## config.mk

```make
export PLATFORM = sky130hd
export DESIGN_NAME = fft_tile_scheduler
export DESIGN_NICKNAME = d
export VERILOG_FILES = /design/src/rtl/fftconv_pkg.sv /design/src/rtl/tile_addr_gen.sv /design/src/rtl/fft_tile_scheduler.sv
export SDC_FILE = /design/constraint.sdc
export NUM_CORES = 1
export LEC_CHECK = 0
export ABC_AREA = 1
export CAP_MARGIN = 25
export CORE_MARGIN = 4
export CORE_UTILIZATION = 43
export DETAILED_ROUTE_END_ITERATION = 16
export GPL_TIMING_DRIVEN = 0
export HOLD_SLACK_MARGIN = 0.15
export PLACE_DENSITY_LB_ADDON = 0.3
export SYNTH_ARGS = -nofsm -noshare
export SYNTH_HDL_FRONTEND = slang
export SYNTH_SLANG_ARGS = --single-unit
```

## constraint.sdc

```tcl
create_clock -name clk -period 7.3 [get_ports clk]
set_input_delay 1.46 -clock clk [delete_from_list [all_inputs] [get_ports clk]]
set_output_delay 1.46 -clock clk [all_outputs]
set_load 0.05 [all_outputs]
```

## src/rtl/fftconv_pkg.sv

```systemverilog
// Shared constants, state encoding and small arithmetic helpers for the
// FFT convolution tile scheduler.
package fftconv_pkg;

    localparam int IN_W  = 64;   // input image width/height
    localparam int OUT_W = 62;   // output image width/height
    localparam int T_IN  = 8;    // FFT tile input side
    localparam int T_OUT = 6;    // valid outputs per tile side
    localparam int NW    = 9;    // weight words per job
    localparam int TILES = 11;   // tiles per side, ceil(OUT_W/T_OUT)

    typedef enum logic [2:0] {
        ST_IDLE   = 3'd0,
        ST_WLOAD  = 3'd1,
        ST_TFETCH = 3'd2,
        ST_TRUN   = 3'd3,
        ST_TSTORE = 3'd4,
        ST_DONE   = 3'd5
    } state_e;

    // Plain vector constants so the state register stays a simple logic vector.
    localparam logic [2:0] S_IDLE   = ST_IDLE;
    localparam logic [2:0] S_WLOAD  = ST_WLOAD;
    localparam logic [2:0] S_TFETCH = ST_TFETCH;
    localparam logic [2:0] S_TRUN   = ST_TRUN;
    localparam logic [2:0] S_TSTORE = ST_TSTORE;
    localparam logic [2:0] S_DONE   = ST_DONE;

    // Quotient of a 0..35 result index by 6 without a divider.
    function automatic logic [2:0] div6(input logic [5:0] v);
        if (v >= 6'd30)      return 3'd5;
        else if (v >= 6'd24) return 3'd4;
        else if (v >= 6'd18) return 3'd3;
        else if (v >= 6'd12) return 3'd2;
        else if (v >= 6'd6)  return 3'd1;
        else                 return 3'd0;
    endfunction

endpackage

```

## src/rtl/tile_addr_gen.sv

```systemverilog
// Tile address generator: maps (tx, ty, fetch index) to the input SRAM
// address plus zero-pad flag, and (tx, ty, result index) to the output
// SRAM address plus write mask. Purely combinational, 16-bit unsigned math.
module tile_addr_gen #(
    parameter int IN_W  = 64,
    parameter int OUT_W = 62
) (
    input  logic [3:0]  tx,
    input  logic [3:0]  ty,
    input  logic [5:0]  fetch_k,
    input  logic [5:0]  res_idx,
    output logic [15:0] input_addr,
    output logic        pad,
    output logic [15:0] output_addr,
    output logic        wmask
);
    import fftconv_pkg::*;

    logic [15:0] tx6, ty6;
    logic [15:0] row, col;
    logic [15:0] orow, ocol;
    logic [2:0]  ri, rj;

    // Tile origin, input-side row/col and output-side row/col, all via shifts.
    always_comb begin
        tx6  = ({12'd0, tx} << 2) + ({12'd0, tx} << 1);
        ty6  = ({12'd0, ty} << 2) + ({12'd0, ty} << 1);
        row  = ty6 + {13'd0, fetch_k[5:3]};
        col  = tx6 + {13'd0, fetch_k[2:0]};
        pad  = (row >= 16'(IN_W)) || (col >= 16'(IN_W));
        input_addr = (row << 6) + col;

        ri   = div6(res_idx);
        rj   = 3'(res_idx - ((6'(ri) << 2) + (6'(ri) << 1)));
        orow = ty6 + {13'd0, ri};
        ocol = tx6 + {13'd0, rj};
        wmask = (orow < 16'(OUT_W)) && (ocol < 16'(OUT_W));
        // row*62 = (row<<6) - (row<<1)
        output_addr = (orow << 6) - (orow << 1) + ocol;
    end

endmodule

```

## src/rtl/fft_tile_scheduler.sv

```systemverilog
// FFT tile scheduler: loads the weights once, then for each of the 11x11
// tiles streams an 8x8 zero-padded input patch into the engine, kicks it,
// waits for completion and scatters the 6x6 valid results to output SRAM.
module fft_tile_scheduler #(
    parameter int IN_W  = fftconv_pkg::IN_W,
    parameter int OUT_W = fftconv_pkg::OUT_W,
    parameter int T_IN  = fftconv_pkg::T_IN,
    parameter int T_OUT = fftconv_pkg::T_OUT,
    parameter int NW    = fftconv_pkg::NW
) (
    input  logic        clk,
    input  logic        rst,
    input  logic        valid,
    output logic        Ready,
    output logic [15:0] input_addr,
    input  logic [31:0] input_rdata,
    output logic [15:0] weight_addr,
    input  logic [31:0] weight_rdata,
    output logic        eng_ld,
    output logic        eng_ld_sel,
    output logic [5:0]  eng_ld_idx,
    output logic [31:0] eng_ld_data,
    output logic        eng_start,
    input  logic        eng_done,
    output logic [5:0]  eng_res_idx,
    input  logic [31:0] eng_res_data,
    output logic        output_wen,
    output logic [15:0] output_addr,
    output logic [31:0] output_wdata
);
    import fftconv_pkg::*;

    localparam int FETCH_N = T_IN * T_IN;                 // 64 input words per tile
    localparam int STORE_N = T_OUT * T_OUT;               // 36 result words per tile
    localparam int LAST_T  = (OUT_W + T_OUT - 1) / T_OUT - 1;

    logic [2:0]  state;
    logic [3:0]  tx, ty;
    logic [6:0]  k;

    // One-deep pipeline matching the SRAM read latency.
    logic        ld_vld, ld_sel, ld_pad;
    logic [5:0]  ld_idx;
    logic [15:0] input_addr_q;

    logic        wl_issue, tf_issue;
    logic [15:0] in_addr_calc, out_addr_calc;
    logic        pad, wmask;

    tile_addr_gen #(
        .IN_W  (IN_W),
        .OUT_W (OUT_W)
    ) u_addr (
        .tx          (tx),
        .ty          (ty),
        .fetch_k     (k[5:0]),
        .res_idx     (k[5:0]),
        .input_addr  (in_addr_calc),
        .pad         (pad),
        .output_addr (out_addr_calc),
        .wmask       (wmask)
    );

    // Read issue qualifiers and all outputs, decoded from state and the pipe.
    always_comb begin
        wl_issue     = (state == S_WLOAD)  && (k < 7'(NW));
        tf_issue     = (state == S_TFETCH) && (k < 7'(FETCH_N));
        weight_addr  = wl_issue ? {9'd0, k} : 16'd0;
        // Padded positions leave the input address where it was.
        input_addr   = (tf_issue && !pad) ? in_addr_calc : input_addr_q;
        eng_ld       = ld_vld;
        eng_ld_sel   = ld_sel;
        eng_ld_idx   = ld_idx;
        eng_ld_data  = !ld_vld ? 32'd0 :
                       ld_sel  ? weight_rdata :
                       ld_pad  ? 32'd0 : input_rdata;
        eng_start    = (state == S_TRUN) && (k == 7'd0);
        eng_res_idx  = (state == S_TSTORE) ? k[5:0] : 6'd0;
        output_wen   = (state == S_TSTORE) && wmask;
        output_addr  = (state == S_TSTORE) ? out_addr_calc : 16'd0;
        output_wdata = (state == S_TSTORE) ? eng_res_data : 32'd0;
        Ready        = (state == S_DONE);
    end

    // Load pipe: strobe the engine buffer one cycle after each SRAM address.
    always_ff @(posedge clk or posedge rst) begin
        if (rst) begin
            ld_vld       <= 1'b0;
            ld_sel       <= 1'b0;
            ld_pad       <= 1'b0;
            ld_idx       <= 6'd0;
            input_addr_q <= 16'd0;
        end else begin
            ld_vld       <= wl_issue || tf_issue;
            ld_sel       <= wl_issue;
            ld_pad       <= tf_issue && pad;
            ld_idx       <= (wl_issue || tf_issue) ? k[5:0] : 6'd0;
            input_addr_q <= input_addr;
        end
    end

    // Job FSM with the per-phase counter k and the tile walk over (tx, ty).
    always_ff @(posedge clk or posedge rst) begin
        if (rst) begin
            state <= S_IDLE;
            tx    <= 4'd0;
            ty    <= 4'd0;
            k     <= 7'd0;
        end else begin
            case (state)
                S_IDLE: begin
                    if (valid) begin
                        state <= S_WLOAD;
                        tx    <= 4'd0;
                        ty    <= 4'd0;
                        k     <= 7'd0;
                    end
                end
                S_WLOAD: begin
                    if (k == 7'(NW)) begin
                        state <= S_TFETCH;
                        k     <= 7'd0;
                    end else begin
                        k <= k + 7'd1;
                    end
                end
                S_TFETCH: begin
                    if (k == 7'(FETCH_N)) begin
                        state <= S_TRUN;
                        k     <= 7'd0;
                    end else begin
                        k <= k + 7'd1;
                    end
                end
                S_TRUN: begin
                    // k==0 marks the start cycle; a done seen there is stale.
                    if (k != 7'd0 && eng_done) begin
                        state <= S_TSTORE;
                        k     <= 7'd0;
                    end else begin
                        k <= 7'd1;
                    end
                end
                S_TSTORE: begin
                    if (k == 7'(STORE_N - 1)) begin
                        k <= 7'd0;
                        if (tx == 4'(LAST_T)) begin
                            tx <= 4'd0;
                            if (ty == 4'(LAST_T)) begin
                                state <= S_DONE;
                            end else begin
                                ty    <= ty + 4'd1;
                                state <= S_TFETCH;
                            end
                        end else begin
                            tx    <= tx + 4'd1;
                            state <= S_TFETCH;
                        end
                    end else begin
                        k <= k + 7'd1;
                    end
                end
                S_DONE: begin
                    if (!valid) state <= S_IDLE;
                end
                default: state <= S_IDLE;
            endcase
        end
    end

endmodule

```

[Word-level counts from Yosys, hierarchy flattened]
Cells that the tools add are included.
Widths: inputs -> output; s select.
Storage, ports and cells
  flip-flop bits (word level): 43
  input port bits: 100
  output and inout bits: 129
  logic and storage cells: 109
Cells by class
  add/subtract/negate cells: 14
  magnitude comparators: 11
  equality and inequality tests: 18
  multiplexer cells: 37
  reductions and logical operators: 20
Operators by type and width (count)
  $mux 32: 4
  $mux 3: 12
  $mux 7: 5
  $pmux 7 s5: 1
  $add 16x16->16: 2
  $add 16x3->16: 2
  $ge 16x7->1 const B: 2
  $lt 16x6->1 const B: 2
  $mux 16: 2
  $mux 4: 6
  $ge 6x5->1 const B: 3
  $pmux 3 s6: 1
  $add 7x3->8: 2
  $pmux 4 s2: 2
  $sub 16x16->16: 1
  $add 6x5->7: 2
  $mux 6: 2
  $ne 2x1->1 const B: 5
  $add 4x1->4 const B: 2
  $eq 4x4->1 const B: 2
  $logic_and 1x1->1: 8
  $add 7x1->7 const B: 1
  $eq 7x4->1 const B: 1
  $eq 7x6->1 const B: 1
  other kinds (23): 29

[Depth between registers and ports, before layout]
  word-level depth: 12
  mapped depth: 30
  mapped depth without buffers: 29

[Cells and area by module]
A second synthesis with hierarchy kept.
Unflattened totals
  cell total of the unflattened synthesis: 873
  area, all modules: 5521.5 um^2
Modules (own cells, without submodules)
  fft_tile_scheduler: times used 1, cells each 501, area each 3145.5 um^2, sequential area each 1076.0 um^2
  tile_addr_gen: times used 1, cells each 372, area each 2376.0 um^2, sequential area each 0.0 um^2

[Worst setup path before layout]
Ideal clock, no wire load.
  kind: flip-flop to output port
  start point: register k[3]
  end point: output output_addr[15]
  arrival: 5.301 ns
  required time: 5.840 ns
  slack: 0.539 ns
  cell stages (with the launch flop): 28
  path buffers: 0
  path through: dfrtp_1 > clkinv_1 > o21ai_0 > a21oi_1 > o21ai_0 > nand2_1 > ha_1 > xnor2_1 > xor2_1 > xnor2_1 > inv_1 > ha_1 > nand2_1 > inv_1 > o21ai_0 > nor2_1 > nand2_1 > xor2_1 > inv_1 > fa_1 > ha_1 > a21o_1 > o21bai_1 > nand2_1 > nand3_1 > nand2_1 > nand2_1 > nor3_1
Between the ends
  longest elaborated chain between the ends: 11
  elaborated cells between the ends (all ways): 17
  those cells by class: 6 x add/sub; 5 x order compare; 6 x mux
Ends and longest elaborated chain
  start: declaration: RTL line fft_tile_scheduler.sv:39  | logic [6:0] k;
  start signal: assignment: RTL line fft_tile_scheduler.sv:124  | k <= k + 7'd1;
  start signal: assignment: RTL line fft_tile_scheduler.sv:132  | k <= k + 7'd1;
  start signal: assignment: RTL line fft_tile_scheduler.sv:160  | k <= k + 7'd1;
  $ge 6x3->1: RTL line fftconv_pkg.sv:35  | else if (v >= 6'd6) return 3'd1;
  $mux 1: RTL line fftconv_pkg.sv:35
  $mux 3: RTL line fftconv_pkg.sv:34  | else if (v >= 6'd12) return 3'd2;
  $mux 3: RTL line fftconv_pkg.sv:33  | else if (v >= 6'd18) return 3'd3;
  $mux 3: RTL line fftconv_pkg.sv:32  | else if (v >= 6'd24) return 3'd4;
  $mux 3 *: RTL line fftconv_pkg.sv:31  | if (v >= 6'd30) return 3'd5;
  $add 3x3->3: RTL line tile_addr_gen.sv:34  | rj = 3'(res_idx - ((6'(ri) << 2) + (6'(ri) << 1)));
  $sub 3x3->3: RTL line tile_addr_gen.sv:34
  $add 16x3->16: RTL line tile_addr_gen.sv:36  | ocol = tx6 + {13'd0, rj};
  $add 16x16->16 *: RTL line tile_addr_gen.sv:39  | output_addr = (orow << 6) - (orow << 1) + ocol;
  $mux 16 *: RTL line fft_tile_scheduler.sv:80  | output_addr = (state == S_TSTORE) ? out_addr_calc : 16'd0;
  end: declaration: RTL line fft_tile_scheduler.sv:28  | output logic [15:0] output_addr,
Mark *: on every way between the ends. The rest lies on a longest branch, timed or not.

[Worst setup path after layout]
  start point: register k[2]
  end point: output output_addr[10]
Between the ends
  longest elaborated chain between the ends: 11
  elaborated cells between the ends (all ways): 17
  those cells by class: 6 x add/sub; 5 x order compare; 6 x mux
Ends and longest elaborated chain (RTL line)
  $ge 6x3->1: fftconv_pkg.sv:35
  $mux 1: fftconv_pkg.sv:35
  $mux 3: fftconv_pkg.sv:34
  $mux 3: fftconv_pkg.sv:33
  $mux 3: fftconv_pkg.sv:32
  $mux 3: fftconv_pkg.sv:31
  $add 3x3->3: tile_addr_gen.sv:34
  $sub 3x3->3: tile_addr_gen.sv:34
  $add 16x3->16: tile_addr_gen.sv:36
  $add 16x16->16 *: tile_addr_gen.sv:39
  $mux 16 *: fft_tile_scheduler.sv:80
Marked as above.

==> results by group <==
Status
  – Outcome: finished, final reports clean

Routing
  – Post-Route WL: 15510 um
  – DR pass1 iterations: 4
  – Routed length per placed instance: 13.58 um
  – Initial DRC count: between 150 and 200
  – Post-DRT Antenna Nets: 0
  – Vias: 5516
  – # DRC: 0
  – Vias per cell: between 4 and 5

Floorplan
  – Die H: between 100 and 150 um
  – Cell row count: 39
  – Core box area: 11420 um2
  – Die X: 115.9 um
  – Initial Util: 43.83%
  – Die area: 13430 um2
  – IO Count: 229

Worst setup path
  – Setup crit start: k[2]
  – Setup crit end kind: output port
  – Worst r2r src: tx[0]
  – Top cell by count, worst path: inv_1
  – CP Depth: 27
  – CP Data Arrival Time: 5.53 ns
  – Reg2Reg Setup Slack: 4.13 ns
  – RR Endpoint: input_addr_q[10]
  – Delay-heaviest family, CP: compound AO/OA/AOI/OAI gates
  – Slowest cell delay on critical path: approximately 0.53 ns
  – CP max stage cell: dlygate4sd2_1
  – Startpoint Class: flop
  – CP bufs+invs: 6
  – CP Class: reg2out
  – End point of the critical path: output_addr[10]
  – R2r worst-path depth: 13
  – Critical Path RT: about 6 ns
  – Crit Path Max Fanout: 6

Cells and area
  – Commonest cells after routing, fill and taps aside: clkdlybuf4s50_1 (207), nand2_1 (204), inv_1 (102)
  – Final instance area: 7531 um2
  – Fillers: 1029
  – Share of cells above drive strength 1: 7.508%
  – N_diodes: 0
  – Fin nets: about 1200
  – Most common cell after layout, fill and taps aside: clkdlybuf4s50_1
  – Layout area overhead: 50.47%

STA
  – Tcrit/Tclk final: 95.75%
  – Worst-margin pin slew: 0.8968 ns
  – Sum Neg Setup Slack: 0 ns
  – Min cycle time layout: 6.990 ns
  – Fmax: approximately 140 MHz
  – Setup violators final: 0
  – RSZ-0062 raised after global routing: false
  – Clock Skew: about 0.0037 ns
  – Worst Slack Setup Final: 0.3102 ns
  – Final count of hold timing violations: 0
  – Normalized max-slew margin: between 40% and 50%
  – Final max-slew violation count: 0
  – Final hold slack: 0.4598 ns

GRT
  – Grt total ovfl: 0
  – Overall Global Routing Usage: ~22%
  – First-pass GRT wire length: 23630 um
  – Largest net degree at the start of global routing: 44
  – Initial antenna violation count: 0
  – Number of global-route vias before repair: 5146

Synthesis
  – Mapped Area: 5005 um2
  – Syn Area/Cell: 6.551 um2
  – Mapped Cells: 764
  – Netlist cell types: 42
  – YS warnings: 0
  – Number of synthesized register bits: 43
  – Async set-reset flop share out of synthesis: 100.0%
  – Top post-synthesis cells by area: dfrtp_1 (22%), nand2_1 (15%), ha_1 (13%)
  – Ys flop type: dfrtp_1
  – Post-synth EDFFs: 0
  – Largest area contributor in the netlist: dfrtp_1
  – Post-synthesis sequential area ratio: 21.50%
  – Top-area cell type share of the netlist area: a little over a fifth

Pwr
  – VDD IR max: 0.0003021 V
  – Pleak: 0.003783 uW
  – Sw frac: just under 60%
  – Internal power: 1213 uW
  – P_sw: between 1500 and 2000 uW
  – Clock share of power: 8.8%
  – P per Cell Area: 381.1 nW/um2
  – Combinational group share of total power: 79.5%
  – Flop pwr share: 11.7%

Placement
  – Port buffer count: 216
  – GP Congestion: 0.9384
  – Detailed placement HPWL: 13020 um
  – Placed inst area: 7387 um2
  – Pre-CTS setup slack: -0.03899 ns

Clock network
  – Post-CTS Hold Fix Bufs: 0
  – Num CTS Buffers: 5
  – # Post-CTS Setup Buffers: 0
  – CTS sink count: 43
  – H-Tree Depth: 2
  – Worst-skew pair later-pin latency: between 0.2 and 0.3 ns
  – Clock Tree Root: clkbuf_16
  – CTS clk-pin slew, worst paths: 0.06 ns
  – Clock Tree Buf Depth: 2
  – CTS tree: done

Flow run
  – Max cap viols: 0

Min path
  – Hold Startpoint: input_addr_q[13]
  – Hold Crit Class: reg2reg
## worst min path at each step
stage                        to  depth (start not counted)
2_1_floorplan          state[0]                          2
3_3_place_gp   input_addr_q[14]                          2
3_5_place_dp   input_addr_q[13]                          2
4_1_cts        input_addr_q[15]                          2
5_1_grt        input_addr_q[15]                          2
6_report       input_addr_q[13]                          2
## registers in the layout (all words and copies together), names as in the netlist
register,count
eng_ld,1
eng_ld_idx,6
eng_ld_sel,1
input_addr_q,16
k,7
ld_pad,1
state,3
tx,4
ty,4
## power groups by stage
stage	clock network, uW	logic, uW	registers [uW]
after detailed placement	0	2290	338
after global placement	0	2270	337
after CTS	260	2290	335
after global routing	267	2510	344
after floorplan	0	1640	363
final	253	2280	335
## tightest hold or removal path, stage by stage (launching register included)
cell,delay (ns)
dfrtp_1,0.32
nand2_1,0.05
inv_1,0.06
## cell type report
type,count,area (um2),area share [%]
Multi-Input combinational cell,586,3354,44.54
Clock buffer,5,125.1,1.661
Inverter,112,421.7,5.599
Sequential cell,43,1076,14.29
Buffer,34,201.4,2.675
Clock inverter,3,43.79,0.5815
Tap cell,143,178.9,2.376
Timing Repair Buffer,216,2130,28.28
## metal layers
layer | up-vias | track usage (%) | share of wire (%)
met4 | 0 | 5.259 | 1.6
met3 | 20 | 5.274 | 9.3
met2 | 208 | 40.54 | 49
met1 | 2429 | 24.64 | 40
met5 | - | 0 | 0
li1 | 2859 | - | -
## stage by stage
stage,util [%],power (uW),instances
finish,65.95,2870,1142
global route,65.95,3122,1142
CTS,66.13,2885,1142
detailed placement,64.69,2626,1134
global placement,64.69,2607,1134
floorplan,-,2001,775
## Yosys cell counts, types with 4 or more instances
cell,n
a21oi_1,63
buf_2,5
buf_4,12
clkbuf_1,14
dfrtp_1,43
fa_1,10
ha_1,50
inv_1,103
inv_2,8
nand2_1,205
nand2_2,5
nand3_1,37
nand3_2,5
nand4_1,16
nor2_1,93
nor2_4,5
nor3_1,6
nor3_2,4
o21ai_0,16
o21ai_1,10
xnor2_1,8
xor2_1,15
## kinds of logic (layout without fill, tap and decap cells)
family | Yosys count | count (layout) | synth area share (%)
other cells | 1 | 12 | 0.07493
compound gates | 105 | 105 | 11.35
xor+xnor | 23 | 23 | 4.025
flops | 43 | 43 | 21.50
fa+ha+maj | 60 | 60 | 16.50
buf+inv | 146 | 370 | 12.42
simple gates | 386 | 386 | 34.13
## repair_timing
item | in CTS | in global routing
pin swaps | 0 | 0
resized for setup | 15 | 20
setup endpoints to repair | 9 | 11
gates cloned | 0 | 0
No activity file was read; power rests on OpenSTA's default activity.
